===== src/rtl/hps_vector_engine.sv =====
// hps_vector_engine: HPS-driven element-wise vector ALU over a 4-phase req/ack PIO handshake
module hps_vector_engine #(
   parameter int DATA_W      = 8,
   parameter int VEC_LEN     = 8,
   parameter int TIMEOUT_CYC = 1000000
) (
   input  logic        clk,
   input  logic        reset,
   input  logic [31:0] data_in,
   output logic [31:0] data_out,
   output logic [5:0]  debug_state
);
   localparam int AW = (VEC_LEN > 1) ? $clog2(VEC_LEN) : 1;
   localparam int IW = $clog2(2 * VEC_LEN) + 1;
   localparam int TW = (TIMEOUT_CYC > 1) ? $clog2(TIMEOUT_CYC + 1) : 1;
   typedef enum logic [2:0] {
      IDLE    = 3'd0,
      RX_REQ  = 3'd1,
      RX_DROP = 3'd2,
      PROCESS = 3'd3,
      TX_REQ  = 3'd4,
      TX_DROP = 3'd5
   } state_t;
   state_t state, state_nxt;
   logic [IW-1:0] idx;
   logic [TW-1:0] cnt;
   logic [1:0] op;
   logic ack, done, tmo, ovf;
   logic [2:0] req_sh, start_sh;
   logic req_rise, req_fall, start_rise, xfer, tx, tmo_hit, last_rx, last_el, wr_a;
   logic [AW-1:0] b_idx;
   logic [DATA_W-1:0] a_mem [2**AW];
   logic [DATA_W-1:0] b_mem [2**AW];
   logic [DATA_W-1:0] r_mem [2**AW];
   logic [DATA_W-1:0] a_el, b_el, res;
   logic [DATA_W:0] sum, diff;
   logic [2*DATA_W-1:0] prod;
   logic res_ovf;
   logic unused_bits;
   assign unused_bits = ^data_in[27:DATA_W];
   assign req_rise   = req_sh[1] & ~req_sh[2];
   assign req_fall   = ~req_sh[1] & req_sh[2];
   assign start_rise = start_sh[1] & ~start_sh[2];
   assign xfer    = state == RX_REQ || state == RX_DROP || state == TX_REQ || state == TX_DROP;
   assign tx      = state == TX_REQ || state == TX_DROP;
   assign tmo_hit = xfer && !req_rise && !req_fall && cnt == TW'(TIMEOUT_CYC - 1);
   assign last_rx = idx == IW'(2 * VEC_LEN - 1);
   assign last_el = idx == IW'(VEC_LEN - 1);
   assign wr_a    = idx < IW'(VEC_LEN);
   assign b_idx   = AW'(idx - IW'(VEC_LEN));
   assign a_el = a_mem[idx[AW-1:0]];
   assign b_el = b_mem[idx[AW-1:0]];
   assign sum  = {1'b0, a_el} + {1'b0, b_el};
   assign diff = {1'b0, a_el} - {1'b0, b_el};
   assign prod = (2 * DATA_W)'(a_el) * (2 * DATA_W)'(b_el);
   // element ALU: truncated result plus the per-opcode overflow condition
   always_comb begin
      res = op == 2'd0 ? sum[DATA_W-1:0] : op == 2'd1 ? diff[DATA_W-1:0] :
            op == 2'd2 ? prod[DATA_W-1:0] : (a_el > b_el ? a_el : b_el);
      res_ovf = op == 2'd0 ? sum[DATA_W] : op == 2'd1 ? diff[DATA_W] :
                op == 2'd2 ? |prod[2*DATA_W-1:DATA_W] : 1'b0;
   end
   // next-state logic; a timeout in any transfer state forces a return to IDLE
   always_comb begin
      state_nxt = state;
      case (state)
         IDLE:    if (start_rise) state_nxt = RX_REQ;
         RX_REQ:  if (req_rise) state_nxt = RX_DROP;
         RX_DROP: if (req_fall) state_nxt = last_rx ? PROCESS : RX_REQ;
         PROCESS: if (last_el) state_nxt = TX_REQ;
         TX_REQ:  if (req_rise) state_nxt = TX_DROP;
         TX_DROP: if (req_fall) state_nxt = last_el ? IDLE : TX_REQ;
         default: state_nxt = IDLE;
      endcase
      if (tmo_hit) state_nxt = IDLE;
   end
   // state register
   always_ff @(posedge clk or negedge reset)
      if (!reset) state <= IDLE;
      else state <= state_nxt;
   // synchronisers, index, handshake ack, timeout counter and sticky status flags
   always_ff @(posedge clk or negedge reset)
      if (!reset) begin
         req_sh   <= '0;
         start_sh <= '0;
         idx      <= '0;
         cnt      <= '0;
         op       <= '0;
         ack      <= 1'b0;
         done     <= 1'b0;
         tmo      <= 1'b0;
         ovf      <= 1'b0;
      end else begin
         req_sh   <= {req_sh[1:0], data_in[31]};
         start_sh <= {start_sh[1:0], data_in[30]};
         cnt      <= (xfer && !req_rise && !req_fall && !tmo_hit) ? cnt + 1'b1 : '0;
         if (tmo_hit) begin
            tmo <= 1'b1;
            ack <= 1'b0;
         end else
            case (state)
               IDLE: if (start_rise) begin
                  op   <= data_in[29:28];
                  done <= 1'b0;
                  tmo  <= 1'b0;
                  ovf  <= 1'b0;
                  idx  <= '0;
               end
               RX_REQ: if (req_rise) ack <= 1'b1;
               RX_DROP: if (req_fall) begin
                  ack <= 1'b0;
                  idx <= last_rx ? '0 : idx + 1'b1;
               end
               PROCESS: begin
                  ovf <= ovf | res_ovf;
                  idx <= last_el ? '0 : idx + 1'b1;
               end
               TX_REQ: if (req_rise) ack <= 1'b1;
               TX_DROP: if (req_fall) begin
                  ack <= 1'b0;
                  if (last_el) done <= 1'b1;
                  else idx <= idx + 1'b1;
               end
               default: ack <= 1'b0;
            endcase
      end
   // operand and result storage, no reset needed
   always_ff @(posedge clk) begin
      if (state == RX_REQ && req_rise && wr_a) a_mem[idx[AW-1:0]] <= data_in[DATA_W-1:0];
      if (state == RX_REQ && req_rise && !wr_a) b_mem[b_idx] <= data_in[DATA_W-1:0];
      if (state == PROCESS) r_mem[idx[AW-1:0]] <= res;
   end
   assign data_out = {ack, state != IDLE, done, tmo, ovf, state, 8'(idx),
                      tx ? 16'(r_mem[idx[AW-1:0]]) : 16'd0};
   assign debug_state = 6'd1 << state;
endmodule


===== config.mk =====
export PLATFORM = sky130hd
export DESIGN_NAME = hps_vector_engine
export DESIGN_NICKNAME = d
export VERILOG_FILES = /design/src/rtl/hps_vector_engine.sv
export SDC_FILE = /design/constraint.sdc
export NUM_CORES = 1
export LEC_CHECK = 0
export ABC_AREA = 1
export CORE_MARGIN = 1.5
export CORE_UTILIZATION = 45
export CTS_CLUSTER_DIAMETER = 200
export DETAILED_ROUTE_END_ITERATION = 6
export PLACE_DENSITY = 0.7
export SYNTH_ARGS = -nofsm -noshare
export SYNTH_HDL_FRONTEND = slang
export SYNTH_SLANG_ARGS = --single-unit

===== constraint.sdc =====
create_clock -name clk -period 11 [get_ports clk]
set_clock_uncertainty 0.1 [all_clocks]
set_input_delay 1.65 -clock clk [delete_from_list [all_inputs] [get_ports clk]]
set_output_delay 1.65 -clock clk [all_outputs]
set_load 0.03 [all_outputs]

==> impl_metrics.toml, run 1 <==
[yosys]
synth_compound_area_frac = 0.0840
synth_top_family_by_area = "simple AND/OR/NAND/NOR gates"
yosys.area_share.simple = 0.176
synth_xor_area_frac = 0.00762
synth_top_area_frac = 0.456
synth_area_leaders = "edfxtp_1 (46%), nand2_1 (9.2%), dfrtp_1 (7.9%)"
avgSynthCellArea_um2 = 9.96
netlist_area_um2 = 12600
ys_seq_area_frac = 0.535
synth.largest_area_cell = "edfxtp_1"
synth_edf_count = 192
ys_ff_latch = 232
syn_inst = 1270
synthAdderAreaFrac = 0.116
synth_cell_types = 46
synthArstFlopShare = 0.172
ys.flop_type = "edfxtp_1"
synth_most_common_cell = "nand2_1"
synthMuxAreaShare = 0
yosys_warnings = 0
synth_common_cells = "nand2_1 (311), inv_1 (202), edfxtp_1 (192), nor2_1 (106), ha_1 (56)"

[worst_setup_path]
cp.arrival_ns = 6.49
critical_path.slowest_cell = "a21oi_1"
max_stage_delay_ns = 0.60
ff2ff_setup_slack_ns = 4.64
rr_worst_depth = 20
path_class = "reg2reg"
timing.rr.end = "r_mem[6][6]$_DFFE_PP_"
startpoint = "idx[0]$_DFFE_PN0P_"
critPathLaunchType = "register"
cp.required_ns = 11.13
endpoint = "r_mem[6][6]$_DFFE_PP_"
path_cells = "inv_1, nand3_1, inv_2, nand2_1, o211ai_1, a21oi_1, nand2_1, ha_1, fa_1, fa_1, ha_1, inv_1, fa_1, inv_1, ha_1, nand2_1, nand3_1, xor2_1, o211ai_1, a21oi_1"
rr_startpoint = "idx[0]$_DFFE_PN0P_"
crit_fanout = 24
critPathCaptureType = "register"

[layout]
syn_to_final_growth_pct = 11.9
n_antenna_cell = 0
nNetsFinal = 1441
fin_util = 0.511
drive_gt1_frac = 0.0511

[timing]
maxSlewViolCount = 0
hold_viol_final = 0
fin_crit_sh = 0.578
period_minus_slack_ns = 6.36
setup_viol = 0
fmaxAchievable_ghz = 0.157
timing_worst_slew_pin_value_ns = 1.23
rsz0062_at_grt = "no"
slew_headroom = 0.174
fin_setup_tns_ns = 0

[die]
io_pins = 72
core_um2 = 27700
die-area_um2 = 29100
initial_core_util = 0.456
die_width_um = 171
rows = 61
die_y_um = 171

[route]
finalWirelength_um = 30000
ant_nets = 0
drcViolationCount = 0
drt_iter0_markers = 744
drt-wirelength-per-cell_um = 17.5
via_count = 9014
vias_per_cell = 5.27
drtPass1Iterations = 5

[clock_tree]
ctsHoldBuffers = 0
insertion_delay_ns = 0.53
cts_tree = "built"
cts_made_buffers = 24
cts.clk_slew.worst_paths_ns = 0.06
h-tree-depth = 1
cts_setup_buffers = 0
cts_resized = 0
cts_root_buffer = "clkbuf_16"
clock_path_buffers = 3
cts.sinks = 232

[worst_hold_path]
hp-class = "reg2reg"

[global_route]
track_usage = 0.214
grt_pass1_wl_um = 47900
antenna_found_initial = 0
grt_pass1_vias = 9123
grt_max_degree = 41
grt-ovfl-total = 0

[placed_design]
port_buffers = 40
gp_congestion = 0.942
place_hpwl_um = 20600

[run]
maxCapViolations = 0

[run_status]
status = "complete, no violations"
[worst max-delay path, delay by kind of cell, from the launching register on]
| kind | cells | cell delay (ns) |
|---|---|---|
| buffers and inverters | 4 | 0.52 |
| AOI/OAI and AO/OA | 4 | 1.12 |
| xor gates and xnor gates | 1 | 0.24 |
| DFF | 1 | 0.48 |
| and+or+nand+nor | 5 | 1.00 |
| adders and majority gates | 6 | 2.59 |
[cell type report]
class	instances	area [um2]
Clock inverter	14	201
Fill cell	2492	13600
Sequential cell	232	6770
Inverter	215	808
Timing Repair Buffer	40	395
Clock buffer	30	623
Multi-Input combinational cell	800	4890
Tap cell	378	473
[worst min-delay path by stage]
| stage | start | endpoint | slack (ns) | cells past startpoint |
|---|---|---|---|---|
| 5_1_grt | start_sh[0]$_DFF_PN0_ | start_sh[1]$_DFF_PN0_ | 0.26 | 0 |
| 3_5_place_dp | req_sh[0]$_DFF_PN0_ | req_sh[1]$_DFF_PN0_ | 0.24 | 0 |
| 6_report | req_sh[0]$_DFF_PN0_ | req_sh[1]$_DFF_PN0_ | 0.25 | 0 |
| 4_1_cts | req_sh[0]$_DFF_PN0_ | req_sh[1]$_DFF_PN0_ | 0.25 | 0 |
| 3_3_place_gp | start_sh[0]$_DFF_PN0_ | start_sh[1]$_DFF_PN0_ | 0.24 | 0 |
| 2_1_floorplan | req_sh[0]$_DFF_PN0_ | req_sh[1]$_DFF_PN0_ | 0.23 | 0 |
[layout by cell type, fill, tap and decap left out, types with 6 or more instances in the layout]
cell type	synthesis	layout
fa_1	38	38
clkbuf_16	0	24
a21oi_1	43	43
clkdlybuf4s50_1	0	39
ha_1	56	56
o211ai_1	9	9
o21ai_0	34	34
dfrtp_1	40	40
conb_1	1	11
nand2_2	6	6
clkbuf_1	3	6
nand4_1	16	16
a22oi_1	20	20
nor3_1	10	10
nand2_1	311	311
a221oi_1	12	12
xor2_1	8	8
a41oi_1	7	7
nand4_2	6	6
edfxtp_1	192	192
clkinv_1	3	6
nand3_1	49	49
inv_2	9	9
inv_1	202	202
a22o_1	12	12
nor2_1	106	106
[flip-flops by register name (all words and copies together) (netlist names), 3 cells and up]
register	count
a_mem	64
cnt	20
state	3
req_sh	3
r_mem	64
idx	5
b_mem	64
start_sh	3
[cell families after synthesis]
family	after synthesis
DFF	232
buffers and inverters	248
adders and majority gates	94
xor gates and xnor gates	11
other	1
AOI/OAI and AO/OA	161
and+or+nand+nor	523
[metrics by stage]
step	worst slack (ns)	hold slack, ns	cell area [um2]	instances
2_1_floorplan	5.64	0.231	12700	1280
3_3_place_gp	4.81	0.239	13300	1665
3_5_place_dp	4.68	0.240	13300	1665
4_1_cts	4.65	0.254	14200	1709
5_1_grt	4.34	0.257	14200	1709
6_report	4.64	0.250	14200	1709
[layer usage]
metal | track usage | part of all wire | vias to the layer above | routed length, um
met5 | 0 | 0 | - | 0
met4 | 0.0704 | 0.031 | 0 | 933
met3 | 0.0384 | 0.072 | 62 | 2170
met2 | 0.371 | 0.49 | 295 | 14600
met1 | 0.271 | 0.41 | 4352 | 12300
li1 | - | - | 4305 | -
Power of run 1 is left out: the tool's default activity adds up to more than one toggle a clock period on the data nets, which glitch-free logic cannot reach.
==> run 2, diff against run 1 <==
==> constraint.sdc (replaced) <==
create_clock -name clk -period 6.3 [get_ports clk]
set_clock_uncertainty 0.1 [all_clocks]
set_input_delay 0.945 -clock clk [delete_from_list [all_inputs] [get_ports clk]]
set_output_delay 0.945 -clock clk [all_outputs]
set_load 0.03 [all_outputs]
==> run 2 against run 1 <==
Against the previous run: die area unchanged; fmax is 7.1% higher; hold slack worse by 0.0011 ns; sequential share of layout area down 0.33 points; worst setup slack worse by 4.3 ns; critical path type unchanged; largest cell class unchanged.
==> impl_metrics.toml, run 2 (synthesis gave the netlist of run 1 again) <==
[run_status]
status = "complete, no violations"

[die]
die-area_um2 = 29100
die_width_um = 171
initial_core_util = 0.456
die_y_um = 171
rows = 61
core_um2 = 27700
io_pins = 72

[timing]
hold_slack_ns = 0.249
slew_headroom = 0.234
hold_viol_final = 0
setup_viol = 0
rsz0062_at_grt = "no"
fmaxAchievable_ghz = 0.168
fin_setup_tns_ns = 0
fin_crit_sh = 0.942
period_minus_slack_ns = 5.94
timing_worst_slew_pin_value_ns = 1.14
fin_ws_ns = 0.363
maxSlewViolCount = 0

[worst_setup_path]
max_stage_delay_ns = 0.56
crit_family = "adder cells"
critPathCaptureType = "register"
critical_path.slowest_cell = "fa_1"
critPathLaunchType = "register"
cp.arrival_ns = 6.01
cp.required_ns = 6.38
path_cells = "inv_1, nand3_1, inv_4, nand2_1, and3_1, nand2_1, ha_1, inv_1, fa_1, inv_1, ha_1, inv_1, fa_1, fa_1, inv_1, ha_1, nand2_1, nand3_1, nand2_1, nand2_1, o211ai_1, nand3_1"
startpoint = "idx[0]$_DFFE_PN0P_"
crit_fanout = 19
rr_startpoint = "idx[0]$_DFFE_PN0P_"
cp_num_buf_inv = 6
path_class = "reg2reg"

[route]
vias_per_cell = 5.24
via_count = 9065
drt_iter0_markers = 876
drtPass1Iterations = 6
drt-wirelength-per-cell_um = 17.5
ant_nets = 0
finalWirelength_um = 30300
drcViolationCount = 0

[run]
maxCapViolations = 0

[clock_tree]
insertion_delay_ns = 0.53
cts.clk_slew.worst_paths_ns = 0.06
cts_tree = "built"
cts_made_buffers = 25
cts_root_buffer = "clkbuf_16"
cts.sinks = 232
ctsHoldBuffers = 0
clock_path_buffers = 3
h-tree-depth = 1

[layout]
nNetsFinal = 1461
mostFrequentLayoutCells = "nand2_1 (309), inv_1 (202), edfxtp_1 (192)"
drive_gt1_frac = 0.0659
stdcell_area_um2 = 14300
n_antenna_cell = 0
register_area_um2 = 6770
multi_input_area_um2 = 4910
fillers = 2466
layout_commonest_cell = "nand2_1"
syn_to_final_growth_pct = 12.7

[placed_design]
pre_cts_ws_ns = 0.185
place_hpwl_um = 21600
port_buffers = 40
place_area_um2 = 13500
gp_congestion = 0.931

[worst_hold_path]
hp-class = "reg2reg"
min-delay-start = "req_sh[0]$_DFF_PN0_"

[global_route]
grt-ovfl-total = 0
grt_pass1_vias = 8952
antenna_found_initial = 0
grt_max_degree = 41
grt_pass1_wl_um = 47900
track_usage = 0.215
run 2: changes by cell type in the layout (fill, tap and decap cells not counted), moves of 3 or more:
| cell | delta |
|---|---|
| buf_4 | +19 |
| clkinv_1 | +4 |
| clkinvlp_4 | +4 |
| bufinv_16 | -3 |
| clkbuf_1 | -3 |
run 2: layout make-up:
| type | count | share of cell area |
|---|---|---|
| clock buffers | 28 | 0.0447 |
| multi-input cells | 800 | 0.344 |
| inverters | 215 | 0.0569 |
| flip-flops and latches | 232 | 0.475 |
| clock inverters | 17 | 0.00834 |
| well taps | 378 | 0.0332 |
| repair buffers | 59 | 0.0377 |
run 2: worst reg2reg max path, cell delays in order (launching register included):
cell and delay, ns:
dfrtp_1 0.47, inv_1 0.21, nand3_1 0.23, inv_4 0.34, nand2_1 0.08, and3_1 0.19, nand2_1 0.29, ha_1 0.22
inv_1 0.09, fa_1 0.56, inv_1 0.05, ha_1 0.27, inv_1 0.05, fa_1 0.50, fa_1 0.54, inv_1 0.04
ha_1 0.36, nand2_1 0.10, nand3_1 0.21, nand2_1 0.12, nand2_1 0.05, o211ai_1 0.22, nand3_1 0.28
run 2: final timing paths:
check,endpoint,slack (ns),cells past startpoint
worst max-delay path,r_mem[0][7]$_DFFE_PP_,0.36,22
worst min-delay path,req_sh[1]$_DFF_PN0_,0.25,0
worst max register to register,r_mem[0][7]$_DFFE_PP_,0.36,22
worst min register to register,req_sh[1]$_DFF_PN0_,0.25,0
max in group asynchronous,op[0]$_DFFE_PN0P_,5.07,1
min in group asynchronous,cnt[12]$_DFF_PN0_,0.45,1
run 2: what timing repair did:
item	4_1_cts	5_1_grt
resized for setup	0	6
buffers inserted	0	0
setup endpoints to repair	0	9
run 2: metrics by stage:
stage          instances   util
2_1_floorplan       1280      -
3_3_place_gp        1684  0.486
3_5_place_dp        1684  0.486
4_1_cts             1729  0.514
5_1_grt             1729  0.514
6_report            1729  0.514
run 2: per-layer routing:
layer | share of wire | vias up | global-route usage
li1 | - | 4348 | -
met1 | 0.42 | 4326 | 0.279
met2 | 0.48 | 328 | 0.370
met3 | 0.074 | 63 | 0.0375
met4 | 0.026 | 0 | 0.0577
met5 | 0 | - | 0
Power of run 2 is left out for the same reason.
==> run 3, diff against run 2 <==
--- a/config.mk
+++ b/config.mk
@@ -6,11 +6,10 @@
 export NUM_CORES = 1
 export LEC_CHECK = 0
 export ABC_AREA = 1
-export CORE_MARGIN = 1.5
 export CORE_UTILIZATION = 45
 export CTS_CLUSTER_DIAMETER = 200
 export DETAILED_ROUTE_END_ITERATION = 6
-export PLACE_DENSITY = 0.7
+export PLACE_DENSITY = 0.72
 export SYNTH_ARGS = -nofsm -noshare
 export SYNTH_HDL_FRONTEND = slang
 export SYNTH_SLANG_ARGS = --single-unit
==> constraint.sdc (replaced) <==
create_clock -name clk -period 4.8 [get_ports clk]
set_clock_uncertainty 0.1 [all_clocks]
set_input_delay 0.72 -clock clk [delete_from_list [all_inputs] [get_ports clk]]
set_output_delay 0.72 -clock clk [all_outputs]
set_load 0.03 [all_outputs]
==> run 3 against run 2 <==
Against the previous run: the flow now finishes with violations (negative setup slack); fmax grew 14%; via count up 4.1%; hold slack got worse by 0.022 ns; sequential share of layout area fell by 3.7 points; worst setup slack lost 0.77 ns; register-to-register slack worse by 0.77 ns; non-clock buffer count up 89; critical path type unchanged.
==> impl_metrics.toml, run 3 (synthesis gave the netlist of run 1 again) <==
[timing]
maxSlewViolCount = 0
hold_viol_final = 0
period_minus_slack_ns = 5.20
timing_worst_slew_pin_value_ns = 0.937
slew_headroom = 0.373
fmaxAchievable_ghz = 0.192
hold_slack_ns = 0.227
setup_viol = 17
rsz0062_at_grt = "yes"
fin_ws_ns = -0.404
fin_crit_sh = 1.08

[global_route]
grt-ovfl-total = 0
grt_pass1_wl_um = 49500
grt_pass1_vias = 9391
track_usage = 0.222
grt_max_degree = 41
antenna_found_initial = 0

[worst_setup_path]
cp.required_ns = 5.07
path_class = "reg2reg"
critPathLaunchType = "register"
cp.arrival_ns = 5.48
cp_num_buf_inv = 6
crit_fanout = 9
critPathCaptureType = "register"
ff2ff_setup_slack_ns = -0.40
critical_path.slowest_cell = "fa_1"
rr_worst_depth = 26
rr_startpoint = "idx[0]$_DFFE_PN0P_"
timing.rr.end = "ovf$_DFFE_PN0P_"
max_stage_delay_ns = 0.58
cpMostUsedCell = "nand2_1"
crit_family = "adder cells"

[route]
wl_met1_um = 13300
dr.max_layer_used = "met4"
drt_iter0_markers = 606
drtPass1Iterations = 5
drt-wirelength-per-cell_um = 17.1
via_count = 9440
vias_per_cell = 5.21
ant_nets = 0
drcViolationCount = 0
met2_length_um = 15100
finalWirelength_um = 30900
wl_met3_um = 1640

[layout]
n_antenna_cell = 0
multi_input_area_um2 = 5350
register_area_um2 = 6770
fillers = 2285
nNetsFinal = 1553
mostFrequentLayoutCells = "nand2_1 (297), inv_1 (198), edfxtp_1 (192)"
drive_gt1_frac = 0.169
syn_to_final_growth_pct = 22.3
layout_commonest_cell = "nand2_1"

[die]
io_pins = 72
core_um2 = 27300
die_width_um = 170
initial_core_util = 0.464
die-area_um2 = 28800
rows = 60
die_y_um = 170

[clock_tree]
cts.clk_slew.worst_paths_ns = 0.07
h-tree-depth = 1
cts_made_buffers = 24
cts.sinks = 232
ctsHoldBuffers = 0
clock_path_buffers = 3
cts_root_buffer = "clkbuf_16"
insertion_delay_ns = 0.53
cts_tree = "built"

[run]
maxCapViolations = 0

[placed_design]
place_hpwl_um = 21900
gp_congestion = 0.910
port_buffers = 40

[run_status]
status = "complete, but fails checks"
violations = "negative setup slack"

[worst_hold_path]
hp-class = "in2async"
-- run 3: changes by cell type in the layout (fill, tap and decap cells not counted), moves of 9 or more --
| cell | delta |
|---|---|
| buf_4 | +79 |
| ha_1 | -11 |
| nand3_1 | -11 |
| ha_4 | +9 |
| nand2_1 | -12 |
-- run 3: layer usage --
metal	vias to the layer above	global-route usage
met5	-	0
met4	0	0.0638
met3	52	0.0322
met2	250	0.382
met1	4599	0.292
li1	4539	-
-- run 3: final cells by class --
class / instances / area share
sequential: 232 / 0.438
multi-input combinational: 800 / 0.346
timing repair buffer: 148 / 0.0824
inverter: 215 / 0.0558
clock buffer: 31 / 0.0405
tap: 372 / 0.0301
clock inverter: 10 / 0.00631
timing repair inverter: 4 / 0.00129
-- run 3: how the worst max path moves through the flow --
stage / start / to / cells past startpoint
6_report: idx[0]$_DFFE_PN0P_ / ovf$_DFFE_PN0P_ / 26
5_1_grt: idx[1]$_DFFE_PN0P_ / ovf$_DFFE_PN0P_ / 29
4_1_cts: idx[1]$_DFFE_PN0P_ / ovf$_DFFE_PN0P_ / 29
3_5_place_dp: idx[1]$_DFFE_PN0P_ / ovf$_DFFE_PN0P_ / 30
3_3_place_gp: idx[1]$_DFFE_PN0P_ / ovf$_DFFE_PN0P_ / 27
2_1_floorplan: idx[0]$_DFFE_PN0P_ / ovf$_DFFE_PN0P_ / 31
-- run 3: worst reg2reg max path: cells and delay by family, from the launching register on --
family,cells,cell delay [ns]
flip-flops,1,0.46
adder cells (fa/ha/maj),6,2.35
buffers and inverters,6,0.62
AO/OA/AOI/OAI,2,0.32
AND/OR/NAND/NOR,12,1.19
-- run 3: per-stage QoR --
step | utilization | instances | setup TNS, ns | instance area [um2] | setup WS [ns]
2_1_floorplan | - | 1280 | -0.526 | 12900 | -0.162
3_3_place_gp | 0.520 | 1746 | -8.69 | 14200 | -0.468
3_5_place_dp | 0.520 | 1746 | -9.90 | 14200 | -0.510
4_1_cts | 0.563 | 1805 | -3.51 | 15300 | -0.339
5_1_grt | 0.567 | 1812 | -9.24 | 15500 | -0.749
6_report | 0.567 | 1812 | -3.99 | 15500 | -0.404
-- run 3: what timing repair did --
item	4_1_cts	5_1_grt
setup endpoints to repair	33	33
gates resized for setup	66	18
cloned	4	0
pin swaps	21	29
setup buffers	14	7
Power of run 3 is left out for the same reason.
==> RTL change (config.mk and constraints of run 2) <==
`TIMEOUT_CYC`: 1000000 -> 2000000.
--- a/src/rtl/hps_vector_engine.sv
+++ b/src/rtl/hps_vector_engine.sv
@@ -3,5 +3,5 @@
    parameter int DATA_W      = 8,
    parameter int VEC_LEN     = 8,
-   parameter int TIMEOUT_CYC = 1000000
+   parameter int TIMEOUT_CYC = 2000000
 ) (
    input  logic        clk,
Check against the original RTL: same outputs for any inputs over 10 cycles, from zero or initial values and one cycle with reset low; that may be too few to reach the edited logic, so the function may still have changed.
==> RTL change against run 2 <==
Core utilization is 0.64 points lower. Maximum frequency is 0.68% higher. Sequential cell count is 1 higher. First-iteration DRC count is 34% lower. Area after synthesis is 4.2% higher. Non-clock buffer count is 7 higher. Wire length is 4.2% lower. Die area is 4.1% higher. Cell area is 2.6% higher. Setup slack better by 0.040 ns. Hold slack better by 0.00080 ns.
Power is left out: the tool's default activity adds up to more than one toggle a clock period on the data nets, which glitch-free logic cannot reach.
==> RTL change: results (changes against run 2) <==
[outcome]
status = finished clean

[worst_hold_path]
hp-start = req_sh[0]

[synth]
ys_seq_area_share_pct = 51.6  ; -1.9 points
synthDistinctLibCells = 54  ; +17%
syn_area_per_cell_um2 = 9.77  ; -1.9%
synth_common_cells = nand2_1, inv_1, edfxtp_1, nor2_1, a21oi_1
async_flop_share_pct = 17.6  ; +0.36 points
synth.area.top_cells = edfxtp_1, nand2_1, dfrtp_1

[setup_path]
worst_r2r_endpoint = ovf
cp_max_fo = 12  ; -7
worst-r2r-cell-count = 28  ; +27%
regToRegSetupSlack_ns = 0.40  ; +0.04 ns
cp.arrival_ns = 6.17  ; +0.16 ns
reg2reg_from = idx[2]

[layout]
drive_above_1_share_pct = 8.96  ; +2.4 points
fill_cells = 2574  ; +4.4%
fin_nets = 1534  ; +5.0%

[cts]
cts_buffers = 21  ; -16%
clock_latency_ns = 0.50  ; -0.03 ns

[placement]
dpl_cell_area_um2 = 13900  ; +3.2%
place_ws_ns = 0.204  ; +0.0186 ns
placed_cells = 1759  ; +4.5%
place_hpwl_um = 20900  ; -3.2%
gp_congestion = 0.905  ; -2.8%

[sta]
worst_slew_pin_slew_ns = 0.954  ; -0.190 ns
hold_ws_ns = 0.250  ; +0.000803 ns

[routing]
first_pass_iters = 5  ; -1
wirelength_um = 29000  ; -4.2%
avgRoutedWirePerCell_um = 16.1  ; -8.1%
num_vias = 9226  ; +1.8%
drt_iter0_drc = 575  ; -34%

[global_route]
grt_pass1_vias = 9080  ; +1.4%
grt_pass1_wl_um = 47200  ; -1.4%
grt_start_max_net_pins = 42  ; +2.4%
grt_usage_pct = 19.4  ; -2.1 points

## RTL change: metal layers
layer,GRT usage (%),wire length (µm),vias to the layer above,share of wire [%]
met1,26.5,13100,4403,45
met3,1.66,1360,49,4.7
met4,5.42,648,0,2.2
li1,-,-,4526,-
met5,0,0,-,0
met2,33.3,13900,248,48
## RTL change: timing repair
item,in CTS,in global routing
buffers inserted,0,8
endpoints found under the setup margin,0,9
gates resized for setup,0,11
## RTL change: cell families (layout without fill, tap and decap cells)
logic type	after synthesis	count (layout)	share of synthesized area, %
AOI/OAI and AO/OA	161	161	8.36
buffers and inverters	274	334	9.12
other	1	11	0.0285
DFF	233	233	51.6
and+or+nand+nor	578	578	19.4
adders and majority gates	94	94	11.1
xor gates and xnor gates	7	7	0.465
## RTL change: worst max-delay path by stage
stage | to | slack (ns) | cells past startpoint
2_1_floorplan | ovf | 0.94 | 29
3_3_place_gp | ovf | 0.31 | 28
3_5_place_dp | ovf | 0.20 | 29
4_1_cts | ovf | 0.18 | 29
5_1_grt | ovf | 0.01 | 28
6_report | ovf | 0.40 | 28
## RTL change: cell type report
| class | instances | area (µm²) | area share (%) |
|---|---|---|---|
| inverters | 233 | 895 | 6.12 |
| flip-flops and latches | 233 | 6800 | 46.5 |
| clock inverters | 9 | 45.0 | 0.308 |
| clock buffers | 26 | 554 | 3.79 |
| well taps | 384 | 480 | 3.29 |
| repair buffers | 66 | 603 | 4.12 |
| multi-input cells | 851 | 5250 | 35.9 |
## RTL change: critical path, delay by kind of cell (launching register included)
| kind | cells | cell delay, ns |
|---|---|---|
| AO/OA/AOI/OAI | 1 | 0.20 |
| adder cells (fa/ha/maj) | 5 | 2.43 |
| buffers and inverters | 6 | 0.61 |
| flip-flops | 1 | 0.50 |
| AND/OR/NAND/NOR | 16 | 1.92 |
